<file path="src/rtl/alu_word_sequencer_if.sv">
// Handshake and datapath-control bundle for alu_word_sequencer.
// slave = sequencer side, master = decode/ALU/writeback side.
interface alu_word_sequencer_if #(
  parameter int MAX_WORDS = 4
);
  localparam int NW = $clog2(MAX_WORDS + 1);
  localparam int IW =
    ($clog2(MAX_WORDS) < 1) ? 1 : $clog2(MAX_WORDS);

  logic          req_valid;
  logic          req_ready;
  logic [2:0]    req_opsel;
  logic          req_mode;
  logic [NW-1:0] req_nwords;

  logic [2:0]    alu_opsel;
  logic          alu_mode;
  logic          alu_cin;
  logic          alu_cout;

  logic [IW-1:0] word_idx;
  logic          res_valid;
  logic          res_ready;

  logic          busy;
  logic          done;
  logic          carry_out;

  modport slave (
    input  req_valid,
    input  req_opsel,
    input  req_mode,
    input  req_nwords,
    input  alu_cout,
    input  res_ready,
    output req_ready,
    output alu_opsel,
    output alu_mode,
    output alu_cin,
    output word_idx,
    output res_valid,
    output busy,
    output done,
    output carry_out
  );

  modport master (
    output req_valid,
    output req_opsel,
    output req_mode,
    output req_nwords,
    output alu_cout,
    output res_ready,
    input  req_ready,
    input  alu_opsel,
    input  alu_mode,
    input  alu_cin,
    input  word_idx,
    input  res_valid,
    input  busy,
    input  done,
    input  carry_out
  );
endinterface

</file>
<file path="src/rtl/alu_word_sequencer.sv">
// Multi-precision word sequencer: issues the ALU slice once per word,
// LSW first, chaining carry. Ports: clk, rst (sync, high), bus (slave).
module alu_word_sequencer #(
  parameter int WIDTH     = 8,
  parameter int MAX_WORDS = 4,
  localparam int NW = $clog2(MAX_WORDS + 1),
  localparam int IW =
    ($clog2(MAX_WORDS) < 1) ? 1 : $clog2(MAX_WORDS)
) (
  input logic           clk,
  input logic           rst,
  alu_word_sequencer_if.slave bus
);

  if (WIDTH < 1 || MAX_WORDS < 2) begin : g_bad_param
    $error("alu_word_sequencer: bad WIDTH/MAX_WORDS");
  end

  typedef enum logic [1:0] {
    IDLE = 2'd0,
    RUN  = 2'd1,
    DONE = 2'd2
  } state_t;

  localparam logic [NW-1:0] MAXW = NW'(MAX_WORDS);

  state_t        state_q, state_d;
  logic [NW-1:0] nwords_q, nwords_d;
  logic [IW-1:0] idx_q, idx_d;
  logic          carry_q, carry_d;
  logic          cy_out_q, cy_out_d;
  logic [2:0]    opsel_q, opsel_d;
  logic          mode_q, mode_d;
  logic          ready_q, ready_d;
  logic          rvalid_q, rvalid_d;
  logic          busy_q, busy_d;
  logic          done_q, done_d;
  logic          cin_q, cin_d;

  logic [NW-1:0] req_n;
  logic          req_init;
  logic          chain;
  logic          last;
  logic          cnext;

  // Oversized requests are clamped rather than rejected.
  assign req_n = (bus.req_nwords > MAXW) ?
                 MAXW : bus.req_nwords;

  // Subtract (arith opsel 011) seeds the LSW with carry 1.
  assign req_init = ~bus.req_mode &
                    (bus.req_opsel == 3'b011);

  // Only arithmetic ops in the lower half chain carry.
  assign chain = ~mode_q & ~opsel_q[2];
  assign cnext = chain & bus.alu_cout;
  assign last  = (NW'(idx_q) == nwords_q - NW'(1));

  always_comb begin
    state_d  = state_q;
    nwords_d = nwords_q;
    idx_d    = idx_q;
    carry_d  = carry_q;
    cy_out_d = cy_out_q;
    opsel_d  = opsel_q;
    mode_d   = mode_q;
    ready_d  = ready_q;
    rvalid_d = rvalid_q;
    busy_d   = busy_q;
    done_d   = 1'b0;
    cin_d    = cin_q;
    unique case (1'b1)
      (state_q == IDLE): begin
        if (bus.req_valid) begin
          opsel_d  = bus.req_opsel;
          mode_d   = bus.req_mode;
          nwords_d = req_n;
          idx_d    = '0;
          carry_d  = 1'b0;
          cy_out_d = 1'b0;
          ready_d  = 1'b0;
          busy_d   = 1'b1;
          if (req_n == '0) begin
            state_d  = DONE;
            done_d   = 1'b1;
            rvalid_d = 1'b0;
            cin_d    = 1'b0;
          end else begin
            state_d  = RUN;
            rvalid_d = 1'b1;
            cin_d    = req_init;
          end
        end
      end
      (state_q == RUN): begin
        if (bus.res_ready) begin
          carry_d = cnext;
          idx_d   = idx_q + IW'(1);
          if (last) begin
            cy_out_d = cnext;
            state_d  = DONE;
            done_d   = 1'b1;
            rvalid_d = 1'b0;
            cin_d    = 1'b0;
          end else begin
            // Next word is never word 0, so
            // only the chained carry applies.
            cin_d = cnext;
          end
        end
      end
      (state_q == DONE): begin
        state_d  = IDLE;
        ready_d  = 1'b1;
        busy_d   = 1'b0;
        rvalid_d = 1'b0;
        cin_d    = 1'b0;
      end
      default: begin
        state_d  = IDLE;
        ready_d  = 1'b1;
        busy_d   = 1'b0;
        rvalid_d = 1'b0;
        cin_d    = 1'b0;
      end
    endcase
  end

  always_ff @(posedge clk) begin
    if (rst) begin
      state_q  <= IDLE;
      nwords_q <= '0;
      idx_q    <= '0;
      carry_q  <= 1'b0;
      cy_out_q <= 1'b0;
      opsel_q  <= 3'b000;
      mode_q   <= 1'b0;
      ready_q  <= 1'b1;
      rvalid_q <= 1'b0;
      busy_q   <= 1'b0;
      done_q   <= 1'b0;
      cin_q    <= 1'b0;
    end else begin
      state_q  <= state_d;
      nwords_q <= nwords_d;
      idx_q    <= idx_d;
      carry_q  <= carry_d;
      cy_out_q <= cy_out_d;
      opsel_q  <= opsel_d;
      mode_q   <= mode_d;
      ready_q  <= ready_d;
      rvalid_q <= rvalid_d;
      busy_q   <= busy_d;
      done_q   <= done_d;
      cin_q    <= cin_d;
    end
  end

  assign bus.req_ready = ready_q;
  assign bus.alu_opsel = opsel_q;
  assign bus.alu_mode  = mode_q;
  assign bus.alu_cin   = cin_q;
  assign bus.word_idx  = idx_q;
  assign bus.res_valid = rvalid_q;
  assign bus.busy      = busy_q;
  assign bus.done      = done_q;
  assign bus.carry_out = cy_out_q;

endmodule

</file>
<file path="src/flat_wrapper.sv">
// flat-port wrapper written by rule: the top's interface ports become plain ports
module alu_word_sequencer_flat 
#(
  parameter int WIDTH     = 8,
  parameter int MAX_WORDS = 4,
  localparam int NW = $clog2(MAX_WORDS + 1),
  localparam int IW =
    ($clog2(MAX_WORDS) < 1) ? 1 : $clog2(MAX_WORDS)
)
  (clk, rst, bus_req_valid, bus_req_opsel, bus_req_mode, bus_req_nwords, bus_alu_cout, bus_res_ready, bus_req_ready, bus_alu_opsel, bus_alu_mode, bus_alu_cin, bus_word_idx, bus_res_valid, bus_busy, bus_done, bus_carry_out);
  alu_word_sequencer_if #(.MAX_WORDS(MAX_WORDS)) bus_i ();
  input logic clk;
  input logic rst;
  input wire logic [$bits(bus_i.req_valid)-1:0] bus_req_valid;
  input wire logic [$bits(bus_i.req_opsel)-1:0] bus_req_opsel;
  input wire logic [$bits(bus_i.req_mode)-1:0] bus_req_mode;
  input wire logic [$bits(bus_i.req_nwords)-1:0] bus_req_nwords;
  input wire logic [$bits(bus_i.alu_cout)-1:0] bus_alu_cout;
  input wire logic [$bits(bus_i.res_ready)-1:0] bus_res_ready;
  output wire logic [$bits(bus_i.req_ready)-1:0] bus_req_ready;
  output wire logic [$bits(bus_i.alu_opsel)-1:0] bus_alu_opsel;
  output wire logic [$bits(bus_i.alu_mode)-1:0] bus_alu_mode;
  output wire logic [$bits(bus_i.alu_cin)-1:0] bus_alu_cin;
  output wire logic [$bits(bus_i.word_idx)-1:0] bus_word_idx;
  output wire logic [$bits(bus_i.res_valid)-1:0] bus_res_valid;
  output wire logic [$bits(bus_i.busy)-1:0] bus_busy;
  output wire logic [$bits(bus_i.done)-1:0] bus_done;
  output wire logic [$bits(bus_i.carry_out)-1:0] bus_carry_out;
  assign bus_i.req_valid = bus_req_valid;
  assign bus_i.req_opsel = bus_req_opsel;
  assign bus_i.req_mode = bus_req_mode;
  assign bus_i.req_nwords = bus_req_nwords;
  assign bus_i.alu_cout = bus_alu_cout;
  assign bus_i.res_ready = bus_res_ready;
  assign bus_req_ready = bus_i.req_ready;
  assign bus_alu_opsel = bus_i.alu_opsel;
  assign bus_alu_mode = bus_i.alu_mode;
  assign bus_alu_cin = bus_i.alu_cin;
  assign bus_word_idx = bus_i.word_idx;
  assign bus_res_valid = bus_i.res_valid;
  assign bus_busy = bus_i.busy;
  assign bus_done = bus_i.done;
  assign bus_carry_out = bus_i.carry_out;
  alu_word_sequencer #(.WIDTH(WIDTH), .MAX_WORDS(MAX_WORDS)) u_core (.clk(clk), .rst(rst), .bus(bus_i));
endmodule
</file>
<file path="config.mk">
export PLATFORM = sky130hd
export DESIGN_NAME = alu_word_sequencer_flat
export DESIGN_NICKNAME = d
export VERILOG_FILES = /design/src/rtl/alu_word_sequencer_if.sv /design/src/rtl/alu_word_sequencer.sv /design/src/flat_wrapper.sv
export SDC_FILE = /design/constraint.sdc
export NUM_CORES = 1
export LEC_CHECK = 0
export CAP_MARGIN = 20
export CELL_PAD_IN_SITES_DETAIL_PLACEMENT = 0
export CELL_PAD_IN_SITES_GLOBAL_PLACEMENT = 1
export CORE_ASPECT_RATIO = 1.75
export CORE_MARGIN = 3
export CORE_UTILIZATION = 25
export DETAILED_ROUTE_END_ITERATION = 12
export GPL_TIMING_DRIVEN = 0
export PLACE_DENSITY = 0.74
export SETUP_SLACK_MARGIN = 0.1
export SYNTH_ARGS = -nofsm -noshare
export SYNTH_HDL_FRONTEND = slang
export SYNTH_SLANG_ARGS = --single-unit
</file>
<file path="constraint.sdc">
create_clock -name clk -period 3.35 [get_ports clk]
set_clock_uncertainty 0.05 [all_clocks]
set_input_delay 0.67 -clock clk [delete_from_list [all_inputs] [get_ports clk]]
set_output_delay 0.67 -clock clk [all_outputs]
set_load 0.02 [all_outputs]
</file>
# Yosys cells after proc, flatten, opt, wreduce, memory -nomap -nowiden
# Index checks and enable logic that the tools add are counted.
[totals]
input_bits = 12
elab_cells = 67
ff_bits = 17
[classes]
n_addsub = 2
reduce_logical = 9
mux = 31
eq_ne = 6
bitwise_logic = 7
magnitude_cmp = 1
[op_table]
columns = ["operator", "count"]
rows = [
  ["$mux 1", 16],
  ["$mux 2", 6],
  ["$pmux 1 s2", 6],
  ["$pmux 2 s2", 2],
  ["$reduce_and 2->1", 3],
  ["$reduce_and 3->1", 2],
  ["$ne 2x2->1 const B", 2],
  ["$not 1->1", 4],
  ["$reduce_and 4->1", 1],
  ["$and 1x1->1", 3],
  ["$eq 2x3->1", 1],
  ["$eq 3x2->1 const B", 1],
  ["$gt 3x3->1 const B", 1],
  ["$logic_not 3->1", 1],
  ["$mux 3", 1],
  ["$sub 3x1->3 const B", 1],
  ["$add 2x1->2 const B", 1],
  ["$eq 2x1->1 const B", 1],
  ["$logic_not 2->1", 1],
  ["$ne 2x1->1 const B", 1],
  ["$reduce_bool 2->1", 1],
]

# Logic depth before layout (Yosys ltp)
[logic_depth]
ltp_word = 6
mapped_depth = 6
mapped_depth_nobuf = 6

# Least setup slack after synthesis
# Ideal clock, no wire load.
[synth_timing]
path_type = "register -> register"
start = "reg u_core.nwords_q[0]"
end = "reg u_core.cy_out_q, in the netlist u_core.bus.carry_out"
path_buffers = 0
setup_slack_ps = 1787
arrival_ps = 1394
synth_period_minus_slack_ps = 1563
path_stages_with_launch = 7
cell_sequence = "dfxtp_1 -> inv_1 -> ha_1 -> xor2_2 -> nand2_1 -> a211o_1 -> mux2i_1"
[synth_via]
elab_chain_len = 4
[synth_rtl]
columns = ["element", "line", "text"]
rows = [
  ["from (decl)", "alu_word_sequencer.sv:28", "logic [NW-1:0] nwords_q, nwords_d;"],
  ["from (signal assigned)", "alu_word_sequencer.sv:145", "nwords_q <= nwords_d;"],
  ["$sub 3x1->3", "alu_word_sequencer.sv:57", "assign last = (NW'(idx_q) == nwords_q - NW'(1));"],
  ["$eq 2x3->1", "alu_word_sequencer.sv:57", ""],
  ["$ne 2x1->1 (no line)", "n/a", ""],
  ["$reduce_and 4->1 (no line)", "n/a", ""],
  ["to (signal assigned)", "alu_word_sequencer.sv:148", "cy_out_q <= cy_out_d;"],
  ["to (decl)", "alu_word_sequencer.sv:31", "logic cy_out_q, cy_out_d;"],
]
# Every way passes these cells.
# A chain may end at the register's enable or synchronous reset.

# Worst setup path after layout
[layout_timing]
start = "reg u_core.idx_q[1], in the netlist u_core.bus.word_idx[1]"
end = "out bus_word_idx[1]"
[layout_rtl]
columns = ["element", "line", "text"]
rows = [
  ["from (decl)", "alu_word_sequencer.sv:29", "logic [IW-1:0] idx_q, idx_d;"],
  ["from (signal assigned)", "alu_word_sequencer.sv:146", "idx_q <= idx_d;"],
  ["to (decl)", "flat_wrapper.sv:24", "output wire logic [$bits(bus_i.word_idx)-1:0] bus_word_idx;"],
]
# No word-level cell between the ends.

==> out/metrics.cfg <==
[cells_and_area]
multi_input_area_um2 = 423
nets = 138
seqCellArea_um2 = 340
area_delta_synth_final_pct = 41.3
fill_cells = 325
antenna_cells = 0
layout.cells.non_filler = 166
drive_gt1_frac = 0.0403

[sta]
relSlewSlack = 0.685
setup_viol = 0
slew_viol_final = 0
min_period_ns = 2.07
fmax_ghz = 0.482
tns_ns = 0
rsz0062_at_grt = no
fin_crit_sh = 0.619
hold_violations = 0
worstMarginPinSlew_ns = 0.472

[pwr]
p_seq_frac = 0.461
leakagePower_nw = 0.398
p_switching_w = 0.000136
internal_power_w = 0.000354
switching_share = 0.278
share_clk_of_total_power = 0.308
pwr_density_cell_nw_per_um2 = 437
vdd.ir_drop.worst_mv = 0.162
p_comb_frac = 0.230

[cts]
tritoncts = done
holdBufCountCts = 0
cts.sinks = 17
post_cts_buffers = 0
cts_resized = 0
cts_inserted_buffers = 3
worstSkewPairLatency_ns = 0.25
clk_pin_slew_ns = 0.06
clk_path_buf_depth = 2
clockRootBuffer = clkbuf_8
cts_htree_levels = 1

[global_route]
grt_pass1_vias = 752
grt_max_degree = 11
antenna_found_initial = 0
track_usage = 0.114
grt_pass1_wl_mm = 3.31
gr-total-overflow = 0

[critical_path]
crit_cells = 1
crit_chain = clkdlybuf4s50_1
critPathRequiredTime_ns = 2.63
cp_num_buf_inv = 1
cp-end-kind = output pin
slowest_stage = clkdlybuf4s50_1
startpoint_type = flop
reg2reg_depth = 6
cp_top_family = buffers and inverters
cpPeakStageDelay_ns = 0.65
crit_arrival_ns = 1.35
worstPathMaxFanout = 5
critical_path_class = flop to output pin

[synthesis]
dominantRegCellSynth = dfxtp_1
synth_edf_count = 0
syn_avg_cell_area_um2 = 8.18
synth_area_leader_cell = dfxtp_1
seq_area_frac_synth = 0.429
ys_top_cells_by_count = dfxtp_1, nand2_1, a21oi_1
synthTopCellsByArea = dfxtp_1, nand2_1, a21oi_1
ys_types = 26
ys_ff_latch = 17
async_reset_ff_frac = 0
yosys.area.top_type_share = 0.429
syn_inst = 97
syn_nets = 110
ys_warn_count = 0
syn_area_um2 = 793

[floorplanning]
die_h_um = 80.5
fp.dieArea_um2 = 3910
die_x_um = 48.6
placementRows = 26
core-area_um2 = 2990
start_util = 0.265
boundaryPins = 24

[route]
post_drt_via_cell_ratio = 4.55
ant_nets = 0
vias = 755
drtIter0Drc = 18
first_pass_iters = 4
wl_per_cell_um = 11.8
drc = 0
totalWireLength_mm = 1.97

[place]
dpl.hpwl_mm = 1.55
port_buffers = 23
placed_cells = 162
gp_congestion = 0.817

[run_status]
status = complete, no violations

[hold_path]
hp-class = flop to flop
hold_depth = 2

[job]
maxCapViolCount = 0

## worst min-delay path, cell delays in order (launching register included)
cell	delay, ns
dfxtp_1	0.31
nand2_1	0.05
a21oi_1	0.05
## layout by cell type, fill, tap and decap left out, drive strengths merged
cell / count
a211o: 1
mux2i: 2
o211ai: 1
o21bai: 1
nor2b: 1
a22oi: 1
nand3: 3
nand4b: 1
o21ai: 3
nand2: 17
a31oi: 3
and2: 1
nand3b: 3
ha: 1
clkdlybuf4s50: 23
xor2: 2
nor3: 5
nor2: 6
dfxtp: 17
nor4bb: 1
nand2b: 4
nor4b: 2
a21oi: 11
inv: 4
xnor2: 1
nand4: 1
clkbuf: 8
## cells by family (layout without fill, tap and decap cells)
kind of cell,Yosys count,in the layout,share of synthesized area
adders and majority gates,1,1,0.0158
DFF,17,17,0.429
buffers and inverters,8,35,0.0378
xor gates and xnor gates,3,3,0.0521
AOI/OAI and AO/OA,21,21,0.151
muxes,2,2,0.0252
and+or+nand+nor,45,45,0.289
## routing by layer
| metal | track usage | part of all wire | vias to the layer above |
|---|---|---|---|
| li1 | - | - | 389 |
| met1 | 0.103 | 0.37 | 338 |
| met2 | 0.215 | 0.55 | 24 |
| met3 | 0.0241 | 0.049 | 4 |
| met4 | 0.0940 | 0.029 | 0 |
| met5 | 0 | 0 | - |
## path summary, 6_finish.rpt
path / from / to / slack (ns)
worst max register to register: u_core.nwords_q[0]$_SDFFE_PP0P_ / u_core.state_q[1]$_SDFFE_PP0P_ / 1.62
worst min-delay path: u_core.nwords_q[1]$_SDFFE_PP0P_ / u_core.nwords_q[1]$_SDFFE_PP0P_ / 0.40
worst min register to register: u_core.nwords_q[1]$_SDFFE_PP0P_ / u_core.nwords_q[1]$_SDFFE_PP0P_ / 0.40
worst max-delay path: u_core.bus.word_idx[1]$_SDFFE_PP0P_ / bus_word_idx[1] / 1.28
## state kept, by name (all words and copies together), names as in the netlist, 2 cells and up
register,cells
u_core.bus.word_idx,2
u_core.bus.alu_opsel,3
u_core.state_q,2
u_core.nwords_q,3
## metrics by stage
| stage | instance area [um^2] | setup WS (ns) | utilization | hold slack [ns] | power [W] |
|---|---|---|---|---|---|
| 3_3_place_gp | 1080 | 1.11 | 0.360 | 0.396 | 0.000342 |
| 6_report | 1120 | 1.28 | 0.375 | 0.403 | 0.000490 |
| 5_1_grt | 1120 | 1.23 | 0.375 | 0.424 | 0.000521 |
| 2_1_floorplan | 793 | 1.79 | - | 0.382 | 0.000294 |
| 4_1_cts | 1120 | 1.27 | 0.375 | 0.405 | 0.000498 |
| 3_5_place_dp | 1080 | 1.10 | 0.360 | 0.396 | 0.000344 |
## power groups by stage
| stage | logic [W] | registers [W] | clock network, W |
|---|---|---|---|
| after floorplan | 0.0000523 | 0.000242 | 0 |
| after global placement | 0.000112 | 0.000230 | 0 |
| after detailed placement | 0.000113 | 0.000231 | 0 |
| after CTS | 0.000114 | 0.000226 | 0.000158 |
| after global routing | 0.000124 | 0.000228 | 0.000168 |
| final | 0.000113 | 0.000226 | 0.000151 |
## cell type report
cell class                      count  share of cell area
Sequential cell                    17               0.304
Inverter                            4              0.0134
Timing Repair Buffer               23               0.205
Buffer                              4              0.0134
Clock buffer                        4              0.0402
Multi-Input combinational cell     72               0.377
Tap cell                           42              0.0469
Power figures use the tool's default switching activity.
